### src/rtl/spi_master_ctrl_if.sv
// ---------------------------------------------------------------------------
// spi_master_ctrl_if
//
// Groups the host-side request/response signals and the SPI pad signals of
// the spi_master_ctrl block.
//
//   i_start    host -> ctrl  transfer request
//   i_tx_data  host -> ctrl  word to send (MSB first)
//   i_cpol     host -> ctrl  SCLK idle level
//   i_cpha     host -> ctrl  0: sample leading edge, 1: sample trailing edge
//   i_div      host -> ctrl  SCLK half-period select (H = i_div+1 clk cycles)
//   i_miso     pad  -> ctrl  serial data from slave
//   o_sclk     ctrl -> pad   SPI clock
//   o_cs_n     ctrl -> pad   active-low chip select
//   o_mosi     ctrl -> pad   serial data to slave
//   o_busy     ctrl -> host  transfer in progress
//   o_done     ctrl -> host  one-cycle completion pulse
//   o_rx_data  ctrl -> host  last received word
//
// Modport "master" is the controller's view; modport "slave" is the view of
// whatever drives the controller (host register file plus pad model).
// ---------------------------------------------------------------------------
interface spi_master_ctrl_if #(
    parameter int DATA_WIDTH = 8,
    parameter int DIV_WIDTH  = 4
);
    logic                  i_start;
    logic [DATA_WIDTH-1:0] i_tx_data;
    logic                  i_cpol;
    logic                  i_cpha;
    logic [DIV_WIDTH-1:0]  i_div;
    logic                  i_miso;
    logic                  o_sclk;
    logic                  o_cs_n;
    logic                  o_mosi;
    logic                  o_busy;
    logic                  o_done;
    logic [DATA_WIDTH-1:0] o_rx_data;

    modport master (
        input  i_start,
        input  i_tx_data,
        input  i_cpol,
        input  i_cpha,
        input  i_div,
        input  i_miso,
        output o_sclk,
        output o_cs_n,
        output o_mosi,
        output o_busy,
        output o_done,
        output o_rx_data
    );

    modport slave (
        output i_start,
        output i_tx_data,
        output i_cpol,
        output i_cpha,
        output i_div,
        output i_miso,
        input  o_sclk,
        input  o_cs_n,
        input  o_mosi,
        input  o_busy,
        input  o_done,
        input  o_rx_data
    );
endinterface

### src/rtl/spi_master_ctrl.sv
// ---------------------------------------------------------------------------
// spi_master_ctrl
//
// Sequences a single SPI master transfer. A start request in IDLE latches the
// transmit word and the CPOL/CPHA/divider settings, drops CS_N, then walks
// through SETUP (one idle half-period), XFER (2*DATA_WIDTH SCLK toggles),
// HOLD (one idle half-period with CS_N still low) and a one-cycle DONE that
// raises CS_N and presents the received word with a done pulse.
//
// Ports:
//   clk   system clock, all logic on the rising edge
//   rst   asynchronous, active-high reset
//   bus   spi_master_ctrl_if.master (host request/response + SPI pads)
//
// Every output is driven straight from a flop, so the pads never see
// combinational glitches. i_miso is used raw; synchronising it is left to
// the integrator.
// ---------------------------------------------------------------------------
module spi_master_ctrl #(
    parameter int DATA_WIDTH = 8,
    parameter int DIV_WIDTH  = 4
) (
    input logic                clk,
    input logic                rst,
    spi_master_ctrl_if.master  bus
);

    localparam int EDGE_W    = $clog2(2 * DATA_WIDTH);
    localparam int LAST_EDGE = 2 * DATA_WIDTH - 1;

    typedef enum logic [2:0] {
        IDLE,
        SETUP,
        XFER,
        HOLD,
        DONE
    } state_t;

    state_t                state_q,    state_d;
    logic [DATA_WIDTH-1:0] tx_q,       tx_d;
    logic [DATA_WIDTH-1:0] rx_q,       rx_d;
    logic                  cpol_q,     cpol_d;
    logic                  cpha_q,     cpha_d;
    logic [DIV_WIDTH-1:0]  div_q,      div_d;
    logic [DIV_WIDTH-1:0]  hp_cnt_q,   hp_cnt_d;
    logic [EDGE_W-1:0]     edge_cnt_q, edge_cnt_d;
    logic                  sclk_q,     sclk_d;
    logic                  cs_n_q,     cs_n_d;
    logic                  mosi_q,     mosi_d;
    logic                  busy_q,     busy_d;
    logic                  done_q,     done_d;
    logic [DATA_WIDTH-1:0] rx_data_q,  rx_data_d;

    logic tick;
    logic lead_edge;
    logic first_edge;
    logic last_edge;
    logic do_sample;
    logic do_shift;

    // Next-state and next-output logic.
    // hp_cnt counts 0..div, so "tick" marks the end of each half-period of H
    // clk cycles. The first tick leaves SETUP and is already SCLK toggle 1;
    // edge_cnt holds (toggle number - 1), so an even edge_cnt is a leading
    // edge and an odd one a trailing edge.
    always_comb begin
        state_d    = state_q;
        tx_d       = tx_q;
        rx_d       = rx_q;
        cpol_d     = cpol_q;
        cpha_d     = cpha_q;
        div_d      = div_q;
        hp_cnt_d   = hp_cnt_q;
        edge_cnt_d = edge_cnt_q;
        sclk_d     = sclk_q;
        cs_n_d     = cs_n_q;
        mosi_d     = mosi_q;
        busy_d     = busy_q;
        done_d     = 1'b0;
        rx_data_d  = rx_data_q;

        tick       = (hp_cnt_q == div_q);
        lead_edge  = ~edge_cnt_q[0];
        first_edge = (edge_cnt_q == '0);
        last_edge  = (edge_cnt_q == EDGE_W'(LAST_EDGE));
        do_sample  = 1'b0;
        do_shift   = 1'b0;

        case (state_q)
            IDLE: begin
                // SCLK tracks the requested idle level while nothing is going on.
                sclk_d     = bus.i_cpol;
                mosi_d     = 1'b0;
                cs_n_d     = 1'b1;
                busy_d     = 1'b0;
                hp_cnt_d   = '0;
                edge_cnt_d = '0;
                if (bus.i_start) begin
                    tx_d    = bus.i_tx_data;
                    cpol_d  = bus.i_cpol;
                    cpha_d  = bus.i_cpha;
                    div_d   = bus.i_div;
                    busy_d  = 1'b1;
                    cs_n_d  = 1'b0;
                    mosi_d  = bus.i_tx_data[DATA_WIDTH-1];
                    state_d = SETUP;
                end
            end

            SETUP, XFER: begin
                if (tick) begin
                    hp_cnt_d = '0;
                    sclk_d   = ~sclk_q;
                    state_d  = XFER;

                    // CPHA=0: data is captured on leading edges and the next
                    // bit is presented on trailing edges (except after the
                    // final bit). CPHA=1: the next bit is presented on leading
                    // edges (the first leading edge keeps the MSB already on
                    // the line) and captured on trailing edges.
                    if (!cpha_q) begin
                        do_sample = lead_edge;
                        do_shift  = ~lead_edge & ~last_edge;
                    end else begin
                        do_sample = ~lead_edge;
                        do_shift  = lead_edge & ~first_edge;
                    end

                    if (last_edge) begin
                        edge_cnt_d = '0;
                        state_d    = HOLD;
                    end else begin
                        edge_cnt_d = edge_cnt_q + 1'b1;
                    end
                end else begin
                    hp_cnt_d = hp_cnt_q + 1'b1;
                end

                if (do_sample) begin
                    rx_d = (rx_q << 1) | DATA_WIDTH'(bus.i_miso);
                end
                if (do_shift) begin
                    tx_d = tx_q << 1;
                end
                mosi_d = tx_d[DATA_WIDTH-1];
            end

            HOLD: begin
                // The last toggle has already returned SCLK to its idle level.
                sclk_d = cpol_q;
                if (tick) begin
                    hp_cnt_d  = '0;
                    cs_n_d    = 1'b1;
                    mosi_d    = 1'b0;
                    done_d    = 1'b1;
                    rx_data_d = rx_q;
                    state_d   = DONE;
                end else begin
                    hp_cnt_d = hp_cnt_q + 1'b1;
                end
            end

            DONE: begin
                // i_start is deliberately not looked at here: a request made
                // during DONE is dropped, not queued.
                sclk_d  = cpol_q;
                mosi_d  = 1'b0;
                cs_n_d  = 1'b1;
                busy_d  = 1'b0;
                state_d = IDLE;
            end

            default: begin
                state_d = IDLE;
            end
        endcase
    end

    // State and output registers. Reset aborts any transfer on the spot,
    // including clearing the received word, and never produces a done pulse.
    always_ff @(posedge clk or posedge rst) begin
        if (rst) begin
            state_q    <= IDLE;
            tx_q       <= '0;
            rx_q       <= '0;
            cpol_q     <= 1'b0;
            cpha_q     <= 1'b0;
            div_q      <= '0;
            hp_cnt_q   <= '0;
            edge_cnt_q <= '0;
            sclk_q     <= 1'b0;
            cs_n_q     <= 1'b1;
            mosi_q     <= 1'b0;
            busy_q     <= 1'b0;
            done_q     <= 1'b0;
            rx_data_q  <= '0;
        end else begin
            state_q    <= state_d;
            tx_q       <= tx_d;
            rx_q       <= rx_d;
            cpol_q     <= cpol_d;
            cpha_q     <= cpha_d;
            div_q      <= div_d;
            hp_cnt_q   <= hp_cnt_d;
            edge_cnt_q <= edge_cnt_d;
            sclk_q     <= sclk_d;
            cs_n_q     <= cs_n_d;
            mosi_q     <= mosi_d;
            busy_q     <= busy_d;
            done_q     <= done_d;
            rx_data_q  <= rx_data_d;
        end
    end

    assign bus.o_sclk    = sclk_q;
    assign bus.o_cs_n    = cs_n_q;
    assign bus.o_mosi    = mosi_q;
    assign bus.o_busy    = busy_q;
    assign bus.o_done    = done_q;
    assign bus.o_rx_data = rx_data_q;

endmodule
### src/flat_wrapper.sv
// flat-port wrapper written by rule: the top's interface ports become plain ports
module spi_master_ctrl_flat 
#(
    parameter int DATA_WIDTH = 8,
    parameter int DIV_WIDTH  = 4
)
  (clk, rst, bus_i_start, bus_i_tx_data, bus_i_cpol, bus_i_cpha, bus_i_div, bus_i_miso, bus_o_sclk, bus_o_cs_n, bus_o_mosi, bus_o_busy, bus_o_done, bus_o_rx_data);
  spi_master_ctrl_if #(.DATA_WIDTH(DATA_WIDTH), .DIV_WIDTH(DIV_WIDTH)) bus_i ();
  input logic clk;
  input logic rst;
  input wire logic [$bits(bus_i.i_start)-1:0] bus_i_start;
  input wire logic [$bits(bus_i.i_tx_data)-1:0] bus_i_tx_data;
  input wire logic [$bits(bus_i.i_cpol)-1:0] bus_i_cpol;
  input wire logic [$bits(bus_i.i_cpha)-1:0] bus_i_cpha;
  input wire logic [$bits(bus_i.i_div)-1:0] bus_i_div;
  input wire logic [$bits(bus_i.i_miso)-1:0] bus_i_miso;
  output wire logic [$bits(bus_i.o_sclk)-1:0] bus_o_sclk;
  output wire logic [$bits(bus_i.o_cs_n)-1:0] bus_o_cs_n;
  output wire logic [$bits(bus_i.o_mosi)-1:0] bus_o_mosi;
  output wire logic [$bits(bus_i.o_busy)-1:0] bus_o_busy;
  output wire logic [$bits(bus_i.o_done)-1:0] bus_o_done;
  output wire logic [$bits(bus_i.o_rx_data)-1:0] bus_o_rx_data;
  assign bus_i.i_start = bus_i_start;
  assign bus_i.i_tx_data = bus_i_tx_data;
  assign bus_i.i_cpol = bus_i_cpol;
  assign bus_i.i_cpha = bus_i_cpha;
  assign bus_i.i_div = bus_i_div;
  assign bus_i.i_miso = bus_i_miso;
  assign bus_o_sclk = bus_i.o_sclk;
  assign bus_o_cs_n = bus_i.o_cs_n;
  assign bus_o_mosi = bus_i.o_mosi;
  assign bus_o_busy = bus_i.o_busy;
  assign bus_o_done = bus_i.o_done;
  assign bus_o_rx_data = bus_i.o_rx_data;
  spi_master_ctrl #(.DATA_WIDTH(DATA_WIDTH), .DIV_WIDTH(DIV_WIDTH)) u_core (.clk(clk), .rst(rst), .bus(bus_i));
endmodule
### config.mk
export PLATFORM = sky130hd
export DESIGN_NAME = spi_master_ctrl_flat
export DESIGN_NICKNAME = d
export VERILOG_FILES = /design/src/rtl/spi_master_ctrl_if.sv /design/src/rtl/spi_master_ctrl.sv /design/src/flat_wrapper.sv
export SDC_FILE = /design/constraint.sdc
export NUM_CORES = 1
export LEC_CHECK = 0
export ABC_AREA = 1
export BUFFER_PORTS_ARGS = -buffer_cell sky130_fd_sc_hd__buf_2
export CORE_MARGIN = 5
export CORE_UTILIZATION = 30
export DETAILED_ROUTE_END_ITERATION = 8
export HOLD_SLACK_MARGIN = 0.05
export RECOVER_POWER = 25
export SYNTH_ARGS = -nofsm -noshare
export SYNTH_HDL_FRONTEND = slang
export SYNTH_SLANG_ARGS = --single-unit
### constraint.sdc
create_clock -name clk -period 1.8 [get_ports clk]
set_input_delay 0.18 -clock clk [delete_from_list [all_inputs] [get_ports clk]]
set_output_delay 0.18 -clock clk [all_outputs]
set_load 0.05 [all_outputs]
==> impl_results.md, run 1 <==
- Post-layout min period: 1660 ps
- Leading cell types by total area after synthesis: sky130_fd_sc_hd__dfrtp_1 (49%), sky130_fd_sc_hd__nand2_1 (14%), sky130_fd_sc_hd__nand3_1 (7.5%)
- Max Fanout on Critical Path: 8
- Num rows: 31
- Crit path arrival time: between 1500 and 2000 ps
- TritonCTS clock tree: built
- Chain of cells forming the critical path: ha_1 > nand3_1 > nand2_1 > nand2_1 > nand2_1 > nor2_4 > nand2_4 > nand3_1 > o211ai_2
- P per Cell Area: approximately 1700 mW/mm^2
- Portion of synthesized cell area occupied by the leading cell type: 49.4%
- Area after DPL: 0.00257 sq mm
- Post_cts resized: 0
- 1st-iter DRT viols: 72
- Switch share: between 40% and 50%
- Vias in the first global route: 1863
- Syn Std Cell Area: around 0.0023 sq mm
- Critical path depth in cells: 9
- Buffers & Inverters on Critical Path: 0
- Minimum setup slack in the final design: 137 ps
- R2r endpoint: u_core.tx_q[1]$_DFFE_PP0P_
- Total negative slack for setup checks: 0 ps
- Vias per std cell: between 4 and 5
- Main synth FF type: sky130_fd_sc_hd__dfrtp_1
- Number of hold-slack violations in the final timing report: 0
- Most common library cells after synthesis: sky130_fd_sc_hd__nand2_1 (86), sky130_fd_sc_hd__dfrtp_1 (45), sky130_fd_sc_hd__nand3_1 (34)
- Setup violators final: 0
- Slowest-stage cell, CP: sky130_fd_sc_hd__dfrtp_1
- Clock Skew: ~11 ps
- Most common cell in the netlist: sky130_fd_sc_hd__nand2_1
- Antenna violations before repair: 0
- FF/Latch Area: around 0.0012 sq mm
- Count of state elements after synthesis: 46
- Routed wire length: between 5000 and 6000 um
- Total Power Consumption: approximately 4.4 mW
- Pins over their slew limit: 0
- Finished layout cell area: 0.00268 sq mm
- Die extent in y: around 97 um
- Pre-antenna DRT Iters: 4
- FFs w/ async S/R, synth: 100%
- Launch point of the critical path: u_core.edge_cnt_q[0]$_DFFE_PP0P_
- Fraction of layout cells with a size suffix above 1: a little over a fifth
- Crit path capture type: flip-flop
- Global-route wire length before repair: roughly 8700 um
- Detailed Place HPWL: roughly 3700 um
- Starting utilization of the core area: 31.1%
- R2R cell count: 9
- Pin count of the biggest net entering global routing: 22
- Setup slack on the worst flop-to-flop path: roughly 140 ps
- Cell Count, Final, Fillers Out: roughly 420
- Transition time at the pin with the least slew margin: between 700 and 800 ps
- Part of the Yosys area used for sequential elements: ~51%
- Clock insertion delay at the later pin of the skew report: ~310 ps
- Cell variety after synth: 26
- Count of input and output buffers: 30
- Cells after DPL: 408
- Signed area change from the synthesized netlist to the final layout: 17.5%
- Launch instance of the worst register-to-register path: u_core.edge_cnt_q[0]$_DFFE_PP0P_
- Maximum level of the CTS H-tree: 2
- Multi-input gate area in the final layout: 955 sq um
- Number of fillers in the final layout: ~760
- Launch instance of the worst min-delay path: bus_i_div[3]
- YS warnings: 0
- Largest area contributor in the synthesized netlist: sky130_fd_sc_hd__dfrtp_1
- Launching element type of the critical path: flip-flop
- Post-synthesis average cell area: about 8.3 sq um
- Number of flops mapped to enable cells by yosys: 0
- Top-level port count: 31
- IR Drop Worst-Case VDD: between 0.0008 and 0.0009 V
- Post-Synthesis Cells: ~280
- Number of remaining DRC errors: 0
- Clock-pin slew on the worst setup and hold paths: around 90 ps
- Via Count: 1876
- Destination of the critical timing path: u_core.tx_q[1]$_DFFE_PP0P_
- Average wire per cell in the routed design: 12.1 um
- Unrepaired setup endpoints after global routing: false
- CORE AREA: between 0.007 and 0.008 sq mm
- Number of buffers on the longest clock path: 2
- Category of the critical setup timing path: reg -> reg
- Part of the power in combinational logic: between 40% and 50%
- Max Clk Rate: ~0.6 GHz
- Final weighted congestion in routability-driven placement: 0.802
- Synthesized Nets: 297
- Die Width: about 97 um
- Final net count: approximately 340
- Worst hold-check path type: in -> reg
- Antenna Cells: 0
- GRT Total Usage: approximately 11%
- Period utilisation layout: a little over 90%
- Worst setup timing slack at the placement stage: 165 ps
- Normalized max-slew margin: 49.0%
- Worst Path Required: just under 2000 ps
- Portion of total power attributed to sequential cells: 36.4%
- Count of max-cap constraint violations: 0
- TritonCTS sink count: 46
- Clock share of power: 15.4%
- Internal power contribution: roughly 2.3 mW
- Cell mode on critical path: sky130_fd_sc_hd__nand2_1
- Cell family with most CP delay: simple AND/OR/NAND/NOR gates
- Power dissipated by switching net loads: 2.09 mW
- Static leakage: between 1 and 1.5 nW
- Maximum cell stage delay along the critical path: between 400 and 500 ps
- Die Footprint: approximately 0.0094 sq mm
- Total global routing overflow: 0
- Number of buffers created by CTS: 5
- Residual antenna-violating net count after detailed routing: 0
- Result of the run: finished clean
- Clock Root Buffer: sky130_fd_sc_hd__clkbuf_8
## final cells by class
| type | instances | area share, % |
|---|---|---|
| timing repair buffer | 38 | 7.85 |
| clock buffer | 5 | 2.57 |
| inverter | 34 | 5.14 |
| tap | 99 | 4.63 |
| clock inverter | 3 | 1.08 |
| multi-input combinational | 192 | 35.7 |
| sequential | 46 | 43.1 |
## sequential cells by signal, summed over array words and instances, names as in the netlist
register,count
u_core.state_q,3
u_core.div_q,4
u_core.cpha_q,1
u_core.bus.o_mosi,1
u_core.bus.o_rx_data,8
u_core.rx_q,8
u_core.bus.o_busy,1
u_core.bus.o_sclk,1
u_core.bus.o_done,1
u_core.cpol_q,1
u_core.hp_cnt_q,4
u_core.edge_cnt_q,4
u_core.tx_q,8
u_core.bus.o_cs_n,1
## layout by cell type (no fill, tap or decap)
master and instances:
sky130_fd_sc_hd__dlygate4sd3_1 1, sky130_fd_sc_hd__nor3_1 2, sky130_fd_sc_hd__nor2_4 3, sky130_fd_sc_hd__clkbuf_2 1, sky130_fd_sc_hd__clkinv_4 2, sky130_fd_sc_hd__nand2_2 5, sky130_fd_sc_hd__inv_6 2, sky130_fd_sc_hd__o21ai_1 2
sky130_fd_sc_hd__nand4_1 7, sky130_fd_sc_hd__clkbuf_8 5, sky130_fd_sc_hd__nand3_1 34, sky130_fd_sc_hd__o211ai_2 1, sky130_fd_sc_hd__nand2_1 86, sky130_fd_sc_hd__a21oi_1 10, sky130_fd_sc_hd__dfrtp_1 45, sky130_fd_sc_hd__o21ai_0 14
sky130_fd_sc_hd__inv_2 4, sky130_fd_sc_hd__o211ai_1 1, sky130_fd_sc_hd__dfstp_2 1, sky130_fd_sc_hd__inv_1 28, sky130_fd_sc_hd__nand2_4 5, sky130_fd_sc_hd__nor2_2 3, sky130_fd_sc_hd__buf_2 30, sky130_fd_sc_hd__buf_4 6
sky130_fd_sc_hd__xor2_1 3, sky130_fd_sc_hd__ha_1 3, sky130_fd_sc_hd__nor2_1 12, sky130_fd_sc_hd__inv_8 1, sky130_fd_sc_hd__xnor2_1 1
## per-stage QoR
| stage | util [%] | hold WS (ps) |
|---|---|---|
| final | 36.5 | 82.1 |
| after global routing | 36.5 | 90.8 |
| after CTS | 36.5 | 73.3 |
| after detailed placement | 35.1 | 216 |
| after global placement | 35.1 | 213 |
| after floorplan | - | 301 |
## timing repair
item                      4_1_cts  5_1_grt
buffers inserted                0        0
hold buffers                    1        0
hold endpoints to repair       19        0
## logic make-up after synthesis
kind of cell / share of synthesized area [%]
simple gates: 32.1
xor+xnor: 1.54
flops: 50.6
compound gates: 6.59
buf+inv: 7.52
fa+ha+maj: 1.65
## layer usage
layer / wire [um] / vias to the layer above / track usage [%]
met5: 0 / - / 0
met4: 80 / 0 / 3.89
met3: 157 / 6 / 2.37
met2: 2290 / 29 / 17.8
met1: 2500 / 874 / 14.7
li1: - / 967 / -
## worst min-delay path, cell delays in order
cell                      delay [ps]
sky130_fd_sc_hd__buf_2            70
sky130_fd_sc_hd__nand2_1          40
sky130_fd_sc_hd__o21ai_0          60
## power groups by stage
stage	clock [mW]	combinational (mW)	sequential, mW
after floorplan	0	1.46	1.79
after global placement	0	2.11	1.62
after detailed placement	0	2.15	1.62
after CTS	0.707	2.16	1.61
after global routing	0.757	2.40	1.65
final	0.681	2.14	1.61
## how the worst min path moves through the flow
stage,to,slack (ps),cells past startpoint
5_1_grt,u_core.div_q[0]$_DFFE_PP0P_,90,3
3_5_place_dp,u_core.div_q[3]$_DFFE_PP0P_,220,2
3_3_place_gp,u_core.div_q[0]$_DFFE_PP0P_,210,2
2_1_floorplan,u_core.cpha_q$_DFFE_PP0P_,300,2
4_1_cts,u_core.div_q[3]$_DFFE_PP0P_,70,3
6_report,u_core.div_q[3]$_DFFE_PP0P_,80,3
Power figures use the tool's default switching activity.
==> inputs of run 2 (changes only) <==
==> constraint.sdc (replaced) <==
create_clock -name clk -period 1.8 [get_ports clk]
set_input_delay 0.45 -clock clk [delete_from_list [all_inputs] [get_ports clk]]
set_output_delay 0.45 -clock clk [all_outputs]
set_load 0.05 [all_outputs]
==> run 2 against run 1 <==
  * Count of clock-buffer cells in the layout unchanged
  * Clock power decreased by 3%
  * Sequential cell count unchanged
  * Cell area decreased by 0.79%
  * Critical path depth unchanged
  * Via count decreased by 0.69%
  * Largest cell class unchanged
  * Largest power group unchanged
==> impl_results.md, run 2 (synthesis gave the netlist of run 1 again) <==
- Clock Skew: 7.46 ps (was 10.8 ps)
- Maximum cell stage delay along the critical path: 450 ps (was 440 ps)
- Count of input and output buffers: 30 (unchanged)
- Vias in the first global route: 1894 (was 1863)
- IR Drop Worst-Case VDD: 0.000779 V (was 0.000805 V)
- Signed area change from the synthesized netlist to the final layout: 16.5% (was 17.5%)
- Maximum level of the CTS H-tree: 2 (unchanged)
- Minimum setup slack in the final design: 124 ps (was 137 ps)
- Crit path arrival time: 1870 ps (was 1850 ps)
- Num rows: 31 (unchanged)
- Antenna violations before repair: 0 (unchanged)
- Die extent in y: 97.2 um (unchanged)
- Die Footprint: 0.00944 sq mm (unchanged)
- Total global routing overflow: 0 (unchanged)
- Pre-antenna DRT Iters: 4 (unchanged)
- CORE AREA: 0.00733 sq mm (unchanged)
- Vias per std cell: 4.49 (was 4.50)
- Multi-input gate area in the final layout: 955 sq um (unchanged)
- Number of buffers created by CTS: 5 (unchanged)
- Max Fanout on Critical Path: 8 (unchanged)
- Number of remaining DRC errors: 0 (unchanged)
- Commonest cells after routing, fill and taps aside: sky130_fd_sc_hd__nand2_1 (86), sky130_fd_sc_hd__dfrtp_1 (45), sky130_fd_sc_hd__nand3_1 (34), sky130_fd_sc_hd__buf_2 (30), sky130_fd_sc_hd__inv_1 (28) (unchanged)
- Result of the run: finished clean (unchanged)
- Residual antenna-violating net count after detailed routing: 0 (unchanged)
- Unrepaired setup endpoints after global routing: false (unchanged)
- Worst Path Required: 1990 ps (about the same)
- Crit path capture type: flip-flop (unchanged)
- Routed wire length: 4910 um (was 5030 um)
- Number of buffers on the longest clock path: 2 (unchanged)
- Fraction of layout cells with a size suffix above 1: 21.5% (was 21.7%)
- Launch instance of the worst register-to-register path: u_core.edge_cnt_q[0]$_DFFE_PP0P_ (unchanged)
- Post-layout min period: 1680 ps (was 1660 ps)
- Pins over their slew limit: 0 (unchanged)
- Buffers & Inverters on Critical Path: 0 (unchanged)
- Cell mode on critical path: sky130_fd_sc_hd__nand2_1 (unchanged)
- Max Clk Rate: 0.597 GHz (was 0.601 GHz)
- P per Cell Area: 1660 mW/mm^2 (was 1650 mW/mm^2)
- Average wire per cell in the routed design: 11.8 um (was 12.1 um)
- Clock insertion delay at the later pin of the skew report: 310 ps (about the same)
- Detailed Place HPWL: 3650 um (was 3750 um)
- Category of the critical setup timing path: reg -> reg (unchanged)
- Cells after DPL: 407 (was 408)
- Most frequent standard cell in the layout excluding fill and tap cells: sky130_fd_sc_hd__nand2_1 (unchanged)
- Slowest-stage cell, CP: sky130_fd_sc_hd__dfrtp_1 (unchanged)
- Final weighted congestion in routability-driven placement: 0.817 (was 0.802)
- Normalized max-slew margin: 44.5% (was 49.0%)
- Via Count: 1863 (was 1876)
- Setup violators final: 0 (unchanged)
- Total negative slack for setup checks: 0 ps (unchanged)
- FF/Latch Area: 0.00115 sq mm (unchanged)
- Post_cts resized: 0 (unchanged)
- Number of hold-slack violations in the final timing report: 0 (unchanged)
- Global-route wire length before repair: 8940 um (was 8710 um)
- Count of hold-fix buffers inserted at cts: 0 (was 1)
- Starting utilization of the core area: 31.1% (unchanged)
- GRT Total Usage: 11.4% (was 11.1%)
- Clock Root Buffer: sky130_fd_sc_hd__clkbuf_8 (unchanged)
- Launch point of the critical path: u_core.edge_cnt_q[0]$_DFFE_PP0P_ (unchanged)
- Cell Count, Final, Fillers Out: 415 (was 417)
- Transition time at the pin with the least slew margin: 832 ps (was 764 ps)
- Worst setup timing slack at the placement stage: 171 ps (was 165 ps)
- Worst hold-check path type: in -> async (was in -> reg)
- Cell family with most CP delay: simple AND/OR/NAND/NOR gates (unchanged)
- 1st-iter DRT viols: 85 (was 72)
- Die Width: 97.2 um (unchanged)
- Count of max-cap constraint violations: 0 (unchanged)
- Period utilisation layout: 93.1% (was 92.4%)
- Static leakage: 1.44 nW (was 1.45 nW)
- Pin count of the biggest net entering global routing: 35 (was 22)
- Final net count: 336 (was 338)
- TritonCTS clock tree: built (unchanged)
- Clock-pin slew on the worst setup and hold paths: 90 ps (about the same)
- Chain of cells forming the critical path: ha_1 > nand3_1 > nand2_1 > nand2_1 > nand2_1 > nor2_4 > nand2_4 > nand3_1 > o211ai_2 (unchanged)
- Number of fillers in the final layout: 770 (was 758)
- Post-CTS Setup Repair Bufs: 0 (unchanged)
- Launching element type of the critical path: flip-flop (unchanged)
- Antenna Cells: 0 (unchanged)
- Top-level port count: 31 (unchanged)
- TritonCTS sink count: 46 (unchanged)
==> run 2: cell count changes in the layout (fill, tap and decap cells not counted), sizes merged <==
cell / before / now
buf: 36 / 35
dlygate4sd3: 1 / 0
inv: 35 / 34
clkinvlp: 0 / 1
==> run 2: worst paths after layout <==
kind,endpoint,slack [ps],cells past startpoint
min,u_core.div_q[2]$_DFFE_PP0P_,160,2
max,u_core.tx_q[1]$_DFFE_PP0P_,120,9
min in group clk,u_core.div_q[0]$_DFFE_PP0P_,350,3
max in group asynchronous,u_core.edge_cnt_q[0]$_DFFE_PP0P_,470,3
min reg2reg,u_core.bus.o_rx_data[3]$_DFFE_PP0P_,480,2
max reg2reg,u_core.tx_q[1]$_DFFE_PP0P_,120,9
==> run 2: final cells by class <==
class | count | share of cell area [%]
flip-flops and latches | 46 | 43.4
multi-input cells | 192 | 36.0
repair buffers | 36 | 7.26
inverters | 34 | 5.18
well taps | 99 | 4.67
clock buffers | 5 | 2.59
clock inverters | 3 | 0.943
==> run 2: where the power goes <==
group	internal [mW]	switching, mW
registers	1.37	0.241
logic	0.670	1.47
clock network	0.281	0.382
total	2.32	2.09
==> run 2: per-layer routing <==
metal,global-route usage [%],up-vias,part of all wire [%]
met4,4.54,0,1.8
met5,0,-,0
li1,-,958,-
met1,15.5,870,50
met3,2.23,5,2.3
met2,17.7,30,46
==> run 2: stage by stage <==
stage	area, sq um	total power, mW	util [%]	hold slack (ps)
floorplan	2280	3.25	-	442
global placement	2580	3.73	35.1	423
detailed placement	2580	3.78	35.1	427
CTS	2670	4.46	36.4	86.9
global route	2660	4.80	36.2	176
finish	2660	4.41	36.2	155
==> inputs of run 3 (changes only) <==
ABC_AREA = default   (was 1)
==> run 3 against run 2 <==
  * The run now ends with negative setup slack left
  * Critical path type unchanged
  * Largest cell class unchanged
  * Cell area increased by 9.1%
  * Power grew 28%
  * Routed wire length increased by 5.2%
  * Combinational power is 53% higher
  * Synthesized cell count shrank 25%
==> impl_results.md, run 3 <==
- Result of the run: complete, but fails checks (was finished clean)
- Failing checks: negative setup slack
- Fraction of layout cells with a size suffix above 1: 39.4% (was 21.5%)
- Commonest cells after routing, fill and taps aside: sky130_fd_sc_hd__dfrtp_1 (45), sky130_fd_sc_hd__nand2_1 (34), sky130_fd_sc_hd__buf_4 (31), sky130_fd_sc_hd__buf_2 (30), sky130_fd_sc_hd__mux2_2 (12) (was sky130_fd_sc_hd__nand2_1 (86), sky130_fd_sc_hd__dfrtp_1 (45), sky130_fd_sc_hd__nand3_1 (34), sky130_fd_sc_hd__buf_2 (30), sky130_fd_sc_hd__inv_1 (28))
- Transition time at the pin with the least slew margin: 777 ps (was 832 ps)
- Top-level port count: 31 (unchanged)
- Launch point of the critical path: u_core.hp_cnt_q[2]$_DFFE_PP0P_ (was u_core.edge_cnt_q[0]$_DFFE_PP0P_)
- Maximum level of the CTS H-tree: 2 (unchanged)
- R2r endpoint: u_core.rx_q[2]$_DFFE_PP0P_ (was u_core.tx_q[1]$_DFFE_PP0P_)
- Post-Synthesis Cells: 208 (was 276)
- FFs w/ async S/R, synth: 100% (unchanged)
- Category of the critical setup timing path: reg -> reg (unchanged)
- Area after DPL: 0.00271 sq mm (was 0.00258 sq mm)
- Count of max-cap constraint violations: 0 (unchanged)
- P per Cell Area: 1950 mW/mm^2 (was 1660 mW/mm^2)
- Final net count: 289 (was 336)
- Total global routing overflow: 0 (unchanged)
- Number of remaining DRC errors: 0 (unchanged)
- Pins over their slew limit: 0 (unchanged)
- Number of hold-slack violations in the final timing report: 0 (unchanged)
- TritonCTS sink count: 46 (unchanged)
- Die extent in y: 96.3 um (was 97.2 um)
- Portion of synthesized cell area occupied by the leading cell type: 50.4% (was 49.4%)
- Routed wire length: 5170 um (was 4910 um)
- Starting utilization of the core area: 30.8% (was 31.1%)
- GRT Total Usage: 11.8% (was 11.4%)
- Number of flops mapped to enable cells by yosys: 0 (unchanged)
- Setup violators final: 32 (was 0)
- YS warnings: 0 (unchanged)
- Most common library cells after synthesis: sky130_fd_sc_hd__dfrtp_1 (45), sky130_fd_sc_hd__nand2_1 (34), sky130_fd_sc_hd__mux2_2 (14) (was sky130_fd_sc_hd__nand2_1 (86), sky130_fd_sc_hd__dfrtp_1 (45), sky130_fd_sc_hd__nand3_1 (34))
- Pre-antenna DRT Iters: 4 (unchanged)
- CORE AREA: 0.00725 sq mm (was 0.00733 sq mm)
- Most common cell in the netlist: sky130_fd_sc_hd__dfrtp_1 (was sky130_fd_sc_hd__nand2_1)
- TritonCTS clock tree: built (unchanged)
- Global-route wire length before repair: 8540 um (was 8940 um)
- Static leakage: 1.45 nW (was 1.44 nW)
- Worst Path Required: 1990 ps (about the same)
- Signed area change from the synthesized netlist to the final layout: 29.8% (was 16.5%)
- R2R cell count: 4 (was 9)
- Detailed Place HPWL: 3550 um (was 3650 um)
- Pin count of the biggest net entering global routing: 29 (was 35)
- Worst hold-check path type: in -> async (unchanged)
- Clock Skew: 6.04 ps (was 7.46 ps)
- Number of fillers in the final layout: 730 (was 770)
- Residual antenna-violating net count after detailed routing: 0 (unchanged)
- Unrepaired setup endpoints after global routing: true (was false)
- Post-synthesis average cell area: 10.7 sq um (was 8.26 sq um)
- Cell variety after synth: 42 (was 26)
- 1st-iter DRT viols: 83 (was 85)
- Leading cell types by total area after synthesis: sky130_fd_sc_hd__dfrtp_1 (50%), sky130_fd_sc_hd__mux2_2 (7.1%), sky130_fd_sc_hd__nand2_1 (5.7%) (was sky130_fd_sc_hd__dfrtp_1 (49%), sky130_fd_sc_hd__nand2_1 (14%), sky130_fd_sc_hd__nand3_1 (7.5%))
- Minimum setup slack in the final design: -354 ps (was 124 ps)
- Vias in the first global route: 1773 (was 1894)
- IR Drop Worst-Case VDD: 0.000576 V (was 0.000779 V)
- Antenna violations before repair: 0 (unchanged)
- Number of buffers created by CTS: 5 (unchanged)
- Num rows: 31 (unchanged)
- Number of buffers on the longest clock path: 2 (unchanged)
- Period utilisation layout: 120% (was 93.1%)
- Die Footprint: 0.00927 sq mm (was 0.00944 sq mm)
- Max Fanout on Critical Path: 8 (unchanged)
- Syn Std Cell Area: 0.00223 sq mm (was 0.00228 sq mm)
- Max Clk Rate: 0.464 GHz (was 0.597 GHz)
- Launching element type of the critical path: flip-flop (unchanged)
- Count of state elements after synthesis: 46 (unchanged)
- Crit path arrival time: 2340 ps (was 1870 ps)
- Die Width: 96.3 um (was 97.2 um)
- Final weighted congestion in routability-driven placement: 0.799 (was 0.817)
- Core Util, Final: 39.9% (was 36.2%)
- Count of input and output buffers: 30 (unchanged)
- Vias per std cell: 4.86 (was 4.49)
- Clock-pin slew on the worst setup and hold paths: 80 ps (was 90 ps)
- Average wire per cell in the routed design: 14.0 um (was 11.8 um)
- Clock Root Buffer: sky130_fd_sc_hd__clkbuf_8 (unchanged)
- Antenna Cells: 0 (unchanged)
- Main synth FF type: sky130_fd_sc_hd__dfrtp_1 (unchanged)
- Setup slack on the worst flop-to-flop path: -350 ps (was 120 ps)
- Post-layout min period: 2150 ps (was 1680 ps)
- Count of hold-fix buffers inserted at cts: 0 (unchanged)
- Crit path capture type: flip-flop (unchanged)
- Normalized max-slew margin: 48.1% (was 44.5%)
- Part of the Yosys area used for sequential elements: 51.6% (was 50.6%)
- Finished layout cell area: 0.00290 sq mm (was 0.00266 sq mm)
- Clock insertion delay at the later pin of the skew report: 300 ps (was 310 ps)
- Synthesized Nets: 229 (was 297)
- Launch instance of the worst register-to-register path: u_core.hp_cnt_q[2]$_DFFE_PP0P_ (was u_core.edge_cnt_q[0]$_DFFE_PP0P_)
- Via Count: 1790 (was 1863)
- Largest area contributor in the synthesized netlist: sky130_fd_sc_hd__dfrtp_1 (unchanged)
- Most frequent standard cell in the layout excluding fill and tap cells: sky130_fd_sc_hd__dfrtp_1 (was sky130_fd_sc_hd__nand2_1)
## run 3: worst max path at each step
| stage | to | slack (ps) |
|---|---|---|
| after global routing | u_core.rx_q[6]$_DFFE_PP0P_ | -400 |
| after CTS | u_core.tx_q[2]$_DFFE_PP0P_ | -350 |
| after detailed placement | u_core.rx_q[6]$_DFFE_PP0P_ | -450 |
| after floorplan | u_core.rx_q[0]$_DFFE_PP0P_ | -360 |
| final | u_core.rx_q[2]$_DFFE_PP0P_ | -350 |
| after global placement | u_core.rx_q[3]$_DFFE_PP0P_ | -400 |
## run 3: stage by stage
stage / TNS (ps) / power, mW / std cells / hold WS (ps) / worst slack (ps)
floorplan: -8420 / 3.80 / 208 / 461 / -365
global placement: -9950 / 4.69 / 355 / 470 / -402
detailed placement: -11140 / 4.76 / 355 / 478 / -449
CTS: -8180 / 5.52 / 365 / 147 / -355
global route: -10370 / 6.11 / 368 / 342 / -398
finish: -8180 / 5.66 / 368 / 283 / -354
## run 3: logic make-up (layout without fill, tap and decap cells)
| kind of cell | after synthesis | in the layout | share of synthesized area, % |
|---|---|---|---|
| fa+ha+maj | 3 | 3 | 1.68 |
| mux | 23 | 23 | 12.9 |
| compound gates | 43 | 43 | 13.3 |
| flops | 46 | 46 | 51.6 |
| buf+inv | 17 | 78 | 3.42 |
| xor+xnor | 6 | 6 | 2.35 |
| simple gates | 70 | 70 | 14.7 |
## run 3: area by class of cell
cell class / instances / area (sq um) / area share [%]
multi-input cells: 145 / 1070 / 37.0
clock buffers: 7 / 86.3 / 2.98
flip-flops and latches: 46 / 1150 / 39.8
inverters: 6 / 22.5 / 0.778
repair buffers: 64 / 434 / 15.0
clock inverters: 1 / 5.00 / 0.173
well taps: 99 / 124 / 4.28
## run 3: critical path, stage by stage (launching register included)
cell                      delay [ps]
sky130_fd_sc_hd__dfrtp_1         400
sky130_fd_sc_hd__xor2_1          180
sky130_fd_sc_hd__or4_4           580
sky130_fd_sc_hd__or4_4           550
sky130_fd_sc_hd__mux2_4          340
## run 3: power breakdown
part           leakage [nW]  internal (mW)  total (mW)  switching [mW]
clock network        0.0482          0.310       0.642           0.332
logic                 0.821           1.49        3.27            1.79
registers             0.585           1.48        1.74           0.264
total                  1.45           3.28        5.66            2.38
## run 3: metal layers
layer	global-route usage, %	share of wire [%]
met1	15.4	45
met2	19.1	50
met3	2.03	2.2
met4	4.98	2.3
met5	0	0
## run 3: repair_timing
item,4_1_cts,5_1_grt
resized for setup,7,9
buffers inserted,2,3
pin swaps,4,5
endpoints found under the hold margin,0,0
setup endpoints to repair,35,35
